--- src/rtl/masked_hpc2_mul_pipe_pkg.sv ---
// Shared helpers for the HPC2 masked multiplier: multiplier mode, randomness indexing
// and the GF(2^w) reduction polynomials used by the GF product.
package aes128_package;
  typedef enum logic {MUL_AND = 1'b0, MUL_GF = 1'b1} mul_mode_e;

  function automatic int num_quad(input int n);
    return n * (n - 1) / 2;
  endfunction

  // R_{i,j} and R_{j,i} are one random word; the diagonal maps to 0 and is never consumed.
  function automatic int qindex(input int i, input int j, input int n);
    int lo;
    int hi;
    lo = (i < j) ? i : j;
    hi = (i < j) ? j : i;
    if (lo == hi) return 0;
    return lo * n - lo * (lo + 1) / 2 + hi - lo - 1;
  endfunction

  // Reduction term of the field polynomial, with the x^w term dropped.
  function automatic logic [31:0] gf_poly(input int w);
    case (w)
      1:       return 32'h1;
      2:       return 32'h3;
      3:       return 32'h3;
      4:       return 32'h3;
      5:       return 32'h5;
      6:       return 32'h3;
      7:       return 32'h3;
      8:       return 32'h1b;
      default: return 32'h3;
    endcase
  endfunction
endpackage

--- src/rtl/masked_hpc2_mul_pipe_share_unit.sv ---
// One output share of the HPC2 gadget: row-i U/W partial products (stage t1)
// and the XOR reduction of the registered row into C_i (stage t2).
module hpc2_share_unit
  import aes128_package::*;
#(
  parameter int        NUM_SHARES = 2,
  parameter int        BIT_WIDTH  = 1,
  parameter mul_mode_e MUL_MODE   = MUL_AND
) (
  input  logic [BIT_WIDTH-1:0]                 a,
  input  logic [NUM_SHARES-1:0][BIT_WIDTH-1:0] opr,
  input  logic [NUM_SHARES-1:0][BIT_WIDTH-1:0] rnd,
  output logic [NUM_SHARES-1:0][BIT_WIDTH-1:0] u,
  output logic [NUM_SHARES-1:0][BIT_WIDTH-1:0] w,
  input  logic [NUM_SHARES-1:0][BIT_WIDTH-1:0] u_reg,
  input  logic [NUM_SHARES-1:0][BIT_WIDTH-1:0] w_reg,
  output logic [BIT_WIDTH-1:0]                 c
);
  localparam logic [BIT_WIDTH-1:0] POLY = BIT_WIDTH'(gf_poly(BIT_WIDTH));

  function automatic logic [BIT_WIDTH-1:0] generic_mul(input logic [BIT_WIDTH-1:0] x,
                                                       input logic [BIT_WIDTH-1:0] y);
    logic [BIT_WIDTH-1:0] acc;
    logic [BIT_WIDTH-1:0] sh;
    logic                 msb;
    acc = '0;
    sh  = x;
    msb = 1'b0;
    if (MUL_MODE == MUL_AND) begin
      acc = x & y;
    end else begin
      for (int k = 0; k < BIT_WIDTH; k++) begin
        if (y[k]) acc = acc ^ sh;
        msb = sh[BIT_WIDTH-1];
        sh  = (sh << 1) ^ (msb ? POLY : '0);
      end
    end
    return acc;
  endfunction

  // Diagonal of opr carries Reg(B_i) and rnd is zero there, so W_{i,i} is always 0.
  always_comb begin
    u = '0;
    w = '0;
    for (int j = 0; j < NUM_SHARES; j++) begin
      u[j] = generic_mul(a, opr[j]);
      w[j] = generic_mul(a, rnd[j]) ^ rnd[j];
    end
  end

  always_comb begin
    c = '0;
    for (int j = 0; j < NUM_SHARES; j++) c = c ^ u_reg[j] ^ w_reg[j];
  end
endmodule

--- src/rtl/masked_hpc2_mul_pipe.sv ---
// Two-stage flow-controlled HPC2 masked multiplier; in_enable=0 freezes every register
// so in-flight operations resume exactly and no randomness is consumed twice.
module masked_hpc2_mul_pipe
  import aes128_package::*;
#(
  parameter int        NUM_SHARES = 2,
  parameter int        BIT_WIDTH  = 1,
  parameter mul_mode_e MUL_MODE   = MUL_AND
) (
  input  logic                                        in_clock,
  input  logic                                        in_reset,
  input  logic                                        in_enable,
  input  logic                                        in_valid,
  input  logic [NUM_SHARES*BIT_WIDTH-1:0]             in_b,
  input  logic [num_quad(NUM_SHARES)*BIT_WIDTH-1:0]   in_r,
  input  logic [NUM_SHARES*BIT_WIDTH-1:0]             in_a,
  output logic                                        out_a_req,
  output logic [NUM_SHARES*BIT_WIDTH-1:0]             out_c,
  output logic                                        out_valid
);
  localparam int N = NUM_SHARES;
  localparam int W = BIT_WIDTH;
  localparam int Q = num_quad(NUM_SHARES);

  logic [N-1:0][N-1:0][W-1:0] v_q;
  logic [Q-1:0][W-1:0]        r_q;
  logic [N-1:0][N-1:0][W-1:0] rr;
  logic [N-1:0][N-1:0][W-1:0] u_d, w_d, u_q, w_q;
  logic [N-1:0][W-1:0]        c_share;
  logic                       valid_t1, valid_t2;

  // v_q diagonal holds Reg(B_i); off-diagonal holds Reg(B_j ^ R_{i,j}).
  always_ff @(posedge in_clock or posedge in_reset) begin
    if (in_reset) begin
      v_q      <= '0;
      r_q      <= '0;
      u_q      <= '0;
      w_q      <= '0;
      valid_t1 <= 1'b0;
      valid_t2 <= 1'b0;
    end else if (in_enable) begin
      valid_t1 <= in_valid;
      valid_t2 <= valid_t1;
      if (in_valid) begin
        r_q <= in_r;
        for (int i = 0; i < N; i++) begin
          for (int j = 0; j < N; j++) begin
            v_q[i][j] <= (i == j) ? in_b[i*W +: W]
                                  : in_b[j*W +: W] ^ in_r[qindex(i, j, N)*W +: W];
          end
        end
      end
      if (valid_t1) begin
        u_q <= u_d;
        w_q <= w_d;
      end
    end
  end

  always_comb begin
    rr = '0;
    for (int i = 0; i < N; i++) begin
      for (int j = 0; j < N; j++) begin
        if (i != j) rr[i][j] = r_q[qindex(i, j, N)];
      end
    end
  end

  for (genvar i = 0; i < N; i++) begin : g_share
    hpc2_share_unit #(
      .NUM_SHARES(N),
      .BIT_WIDTH (W),
      .MUL_MODE  (MUL_MODE)
    ) u_unit (
      .a    (in_a[i*W +: W]),
      .opr  (v_q[i]),
      .rnd  (rr[i]),
      .u    (u_d[i]),
      .w    (w_d[i]),
      .u_reg(u_q[i]),
      .w_reg(w_q[i]),
      .c    (c_share[i])
    );
    assign out_c[i*W +: W] = valid_t2 ? c_share[i] : '0;
  end

  assign out_a_req = valid_t1;
  assign out_valid = valid_t2;
endmodule
--- config.mk ---
export PLATFORM = sky130hd
export DESIGN_NAME = masked_hpc2_mul_pipe
export DESIGN_NICKNAME = d
export VERILOG_FILES = /design/src/rtl/masked_hpc2_mul_pipe_pkg.sv /design/src/rtl/masked_hpc2_mul_pipe_share_unit.sv /design/src/rtl/masked_hpc2_mul_pipe.sv
export SDC_FILE = /design/constraint.sdc
export NUM_CORES = 1
export LEC_CHECK = 0
export CAP_MARGIN = 20
export CORE_MARGIN = 3
export CORE_UTILIZATION = 40
export DETAILED_ROUTE_END_ITERATION = 10
export GPL_TIMING_DRIVEN = 0
export PLACE_DENSITY = 0.74
export SYNTH_ARGS = -nofsm -noshare
export SYNTH_HDL_FRONTEND = slang
export SYNTH_SLANG_ARGS = --single-unit
--- constraint.sdc ---
create_clock -name in_clock -period 1.2 [get_ports in_clock]
set_input_delay 0.12 -clock in_clock [delete_from_list [all_inputs] [get_ports in_clock]]
set_output_delay 0.12 -clock in_clock [all_outputs]
set_load 0.01 [all_outputs]
==> summary.md <==
| Metric | Value |
|---|---|
| Outcome | complete, but fails checks |
| Failing checks | negative setup slack |
| Vias per cell | 4.88 |
| Setup ws final | -0.167 ns |
| Die area | roughly 2100 µm² |
| Setup Skew | roughly 0.0021 ns |
| Fmax achieved | about 730 MHz |
| Synth top area share | 51.8% |
| Post-synth top flop | dfrtp_1 |
| R2r startpoint | out_a_req |
| Fin util | a little under three fifths |
| M1 GR Usage | 12.7% |
| GRT Total Usage | between 10% and 20% |
| Worst-skew pair later-pin latency | about 0.27 ns |
| Worst-path clk slew | 0.07 ns |
| Most frequent cells in the layout | dfrtp_1, inv_1, o21ai_0, clkdlybuf4s50_1, mux2_4 |
| Critical path's slowest cell | dfrtp_1 |
| WP data required | roughly 1.1 ns |
| H-tree levels | 1 |
| N_diodes | 0 |
| Iteration-0 DRC Markers | 7 |
| Clock Power Share | between 20% and 30% |
| Detailed-route via count | ~400 |
| Final setup fails | 2 |
| Ratio of cells with drive above 1 in the final layout | between 20% and 30% |
| Initial Util | between 40% and 50% |
| Drt total wl | approximately 1.1 mm |
| Cell-by-cell trace of the critical path | xnor3_1 > nor2b_1 > buf_2 |
| Post-route ant nets | 0 |
| YS warnings | 0 |
| IR drop worst, VDD | around 0.91 mV |
| Drt drc | 0 |
| Clock tree buffer depth | 2 |
| Largest net degree at the start of global routing | 14 |
| GR Util met2 | between 20% and 30% |
| WL/cell | ~13 µm |
| Largest area contributor in the netlist | dfrtp_1 |
| Max_slew headroom | 66.5% |
| Sequential power share | 49.8% |
| Slew Limit Fails | 0 |
| Post-synth EDFFs | 0 |
| Power Dens Cells | approximately 1400 nW/µm² |
| Area growth from synthesis to layout | 26.3% |
| Internal power | 834 µW |
| Final nets | 78 |
| TritonRoute pass-1 iters | 2 |
| Dpl hpwl | between 800 and 900 µm |
| Io pins | 13 |
| Initial antenna violation count | 0 |
| Yosys reg bits | 13 |
| Gr busiest metal | met2 |
| Critical path arrival | between 1 and 1.5 ns |
| Switching pwr | between 200 and 300 µW |
| Async SR Flop Fraction | between 90% and 100% |
| Crit start category | flop |
| FP Rows | 13 |
| CP Class | reg2out |
| Avg Inst Size Synth | between 10 and 15 µm² |
| Switching share of power | about a quarter |
| Met3 usage | between 2 and 2.5% |
| Syn Inst Count | 50 |
| Clock sinks | 13 |
| LEAKAGE | 0.000388 µW |
| PortBufs | 11 |
| Core Box Area | approximately 1400 µm² |
| Fin Setup TNS | -0.315 ns |
| First-pass GRT wire length | ~1.7 mm |
| Inserted Clock Buffers | 3 |
| Worst-margin pin slew | 0.502 ns |
| Maxcap violations | 0 |
| Vias in the first global route | around 400 |
| Synthesized net count | 59 |
| Die Wd | about 46 µm |
| Crit end category | output port |
| Period minus WS final | 1.37 ns |
| CP peak stage delay | roughly 0.38 ns |
| Synth top area cells | dfrtp_1, mux2_4, xnor3_1 |
| CP delay by family, top | flip-flops |
| Logic gate share of total power | a little over a quarter |
| Root Buffer | clkbuf_4 |
| RSZ-0062 raised after global routing | yes |
| Min-Delay Path Class | in2reg |
| Buf+Inv Stages, Crit Path | 1 |
| Worst setup startpoint | u_q[2] |
| Final worst-path cycle share | 114% |
| Synth cell types | 14 |
| Gpl congestion | 0.688 |
| Die Y-Extent | around 46 µm |
| Startpoint of the worst hold path | in_enable |
| Post-synthesis sequential area ratio | approximately 52% |
| Netlist Area Pre-Place | about 630 µm² |
| Most common library cell in the layout ignoring fill and taps | dfrtp_1 |
| CTS tree | done |
| Final Hold Vio Count | 0 |
| Overflow after GRT | 0 |
| CP Max Fanout | 2 |
-- worst reg2reg max path, delay by kind of cell (launching register included) --
family | cells | cell delay, ns
buf+inv | 1 | 0.17
flops | 1 | 0.37
compound gates | 1 | 0.17
simple gates | 1 | 0.22
-- final timing paths --
| check | end | slack, ns | cells past startpoint |
|---|---|---|---|
| hold reg to reg | v_q[1] | 0.53 | 1 |
| hold / removal | out_a_req | 0.1 | 2 |
| setup reg to reg | w_q[2] | 0.19 | 3 |
| setup / recovery | out_c[1] | -0.17 | 3 |
| min in group asynchronous | u_q[2] | 0.17 | 2 |
| max in group asynchronous | v_q[0] | 0.69 | 2 |
-- metal layers --
metal  vias up  part of all wire (%)  routed length, µm
li1        208                     -                  -
met1       182                    43                472
met2        11                    49                534
met3         4                   3.9                 42
met4         0                   3.3                 36
met5         -                     0                  0
-- stage by stage --
stage | instance area (µm²) | instances | power, µW | worst slack (ns) | hold WS, ns
finish | 793 | 83 | 1120 | -0.167 | 0.0995
global route | 793 | 83 | 1200 | -0.271 | 0.0877
CTS | 793 | 83 | 1140 | -0.184 | 0.0952
detailed placement | 757 | 76 | 870 | -0.299 | 0.391
global placement | 757 | 76 | 857 | -0.277 | 0.373
floorplan | 628 | 50 | 752 | 0.189 | -0.00304
-- power groups by stage --
stage                     Combinational, µW  Clock, µW  Sequential, µW
final                                   301        261             557
after floorplan                         195          0             557
after detailed placement                302          0             568
after global routing                    326        308             564
after global placement                  294          0             563
after CTS                               307        277             556
-- cell families after synthesis --
family                    count (synthesis)  share of synthesized area (%)
buffers and inverters                    10                           7.37
muxes                                     6                           13.7
AOI/OAI and AO/OA                         7                           5.58
DFF                                      13                           51.8
xor gates and xnor gates                  4                           9.96
and+or+nand+nor                          10                           11.6
-- what timing repair did --
item,CTS,global route
resized for setup,10,0
endpoints found under the setup margin,4,2
hold buffers,0,0
pin swaps,0,0
buffers inserted,3,0
-- registers in the layout (all words and copies together), names as in the netlist --
register / cells
v_q: 4
u_q: 4
out_valid: 1
w_q: 2
out_a_req: 1
r_q: 1
-- synth_stat cells (2+ instances only) --
cell and instances:
xor2_1 2, dfrtp_1 13, nand4b_1 2, nor2b_1 2, o21ai_0 7, inv_1 8
mux2_4 5, nand4_1 4, xnor3_1 2
-- final cells by class --
cell class,instances,area (µm²)
fillers,134,589
well taps,15,18.8
multi-input cells,27,256
repair buffers,14,120
inverters,8,30.0
clock buffers,4,26.3
plain buffers,2,16.3
flip-flops and latches,13,325
No activity file was read; power rests on OpenSTA's default activity.
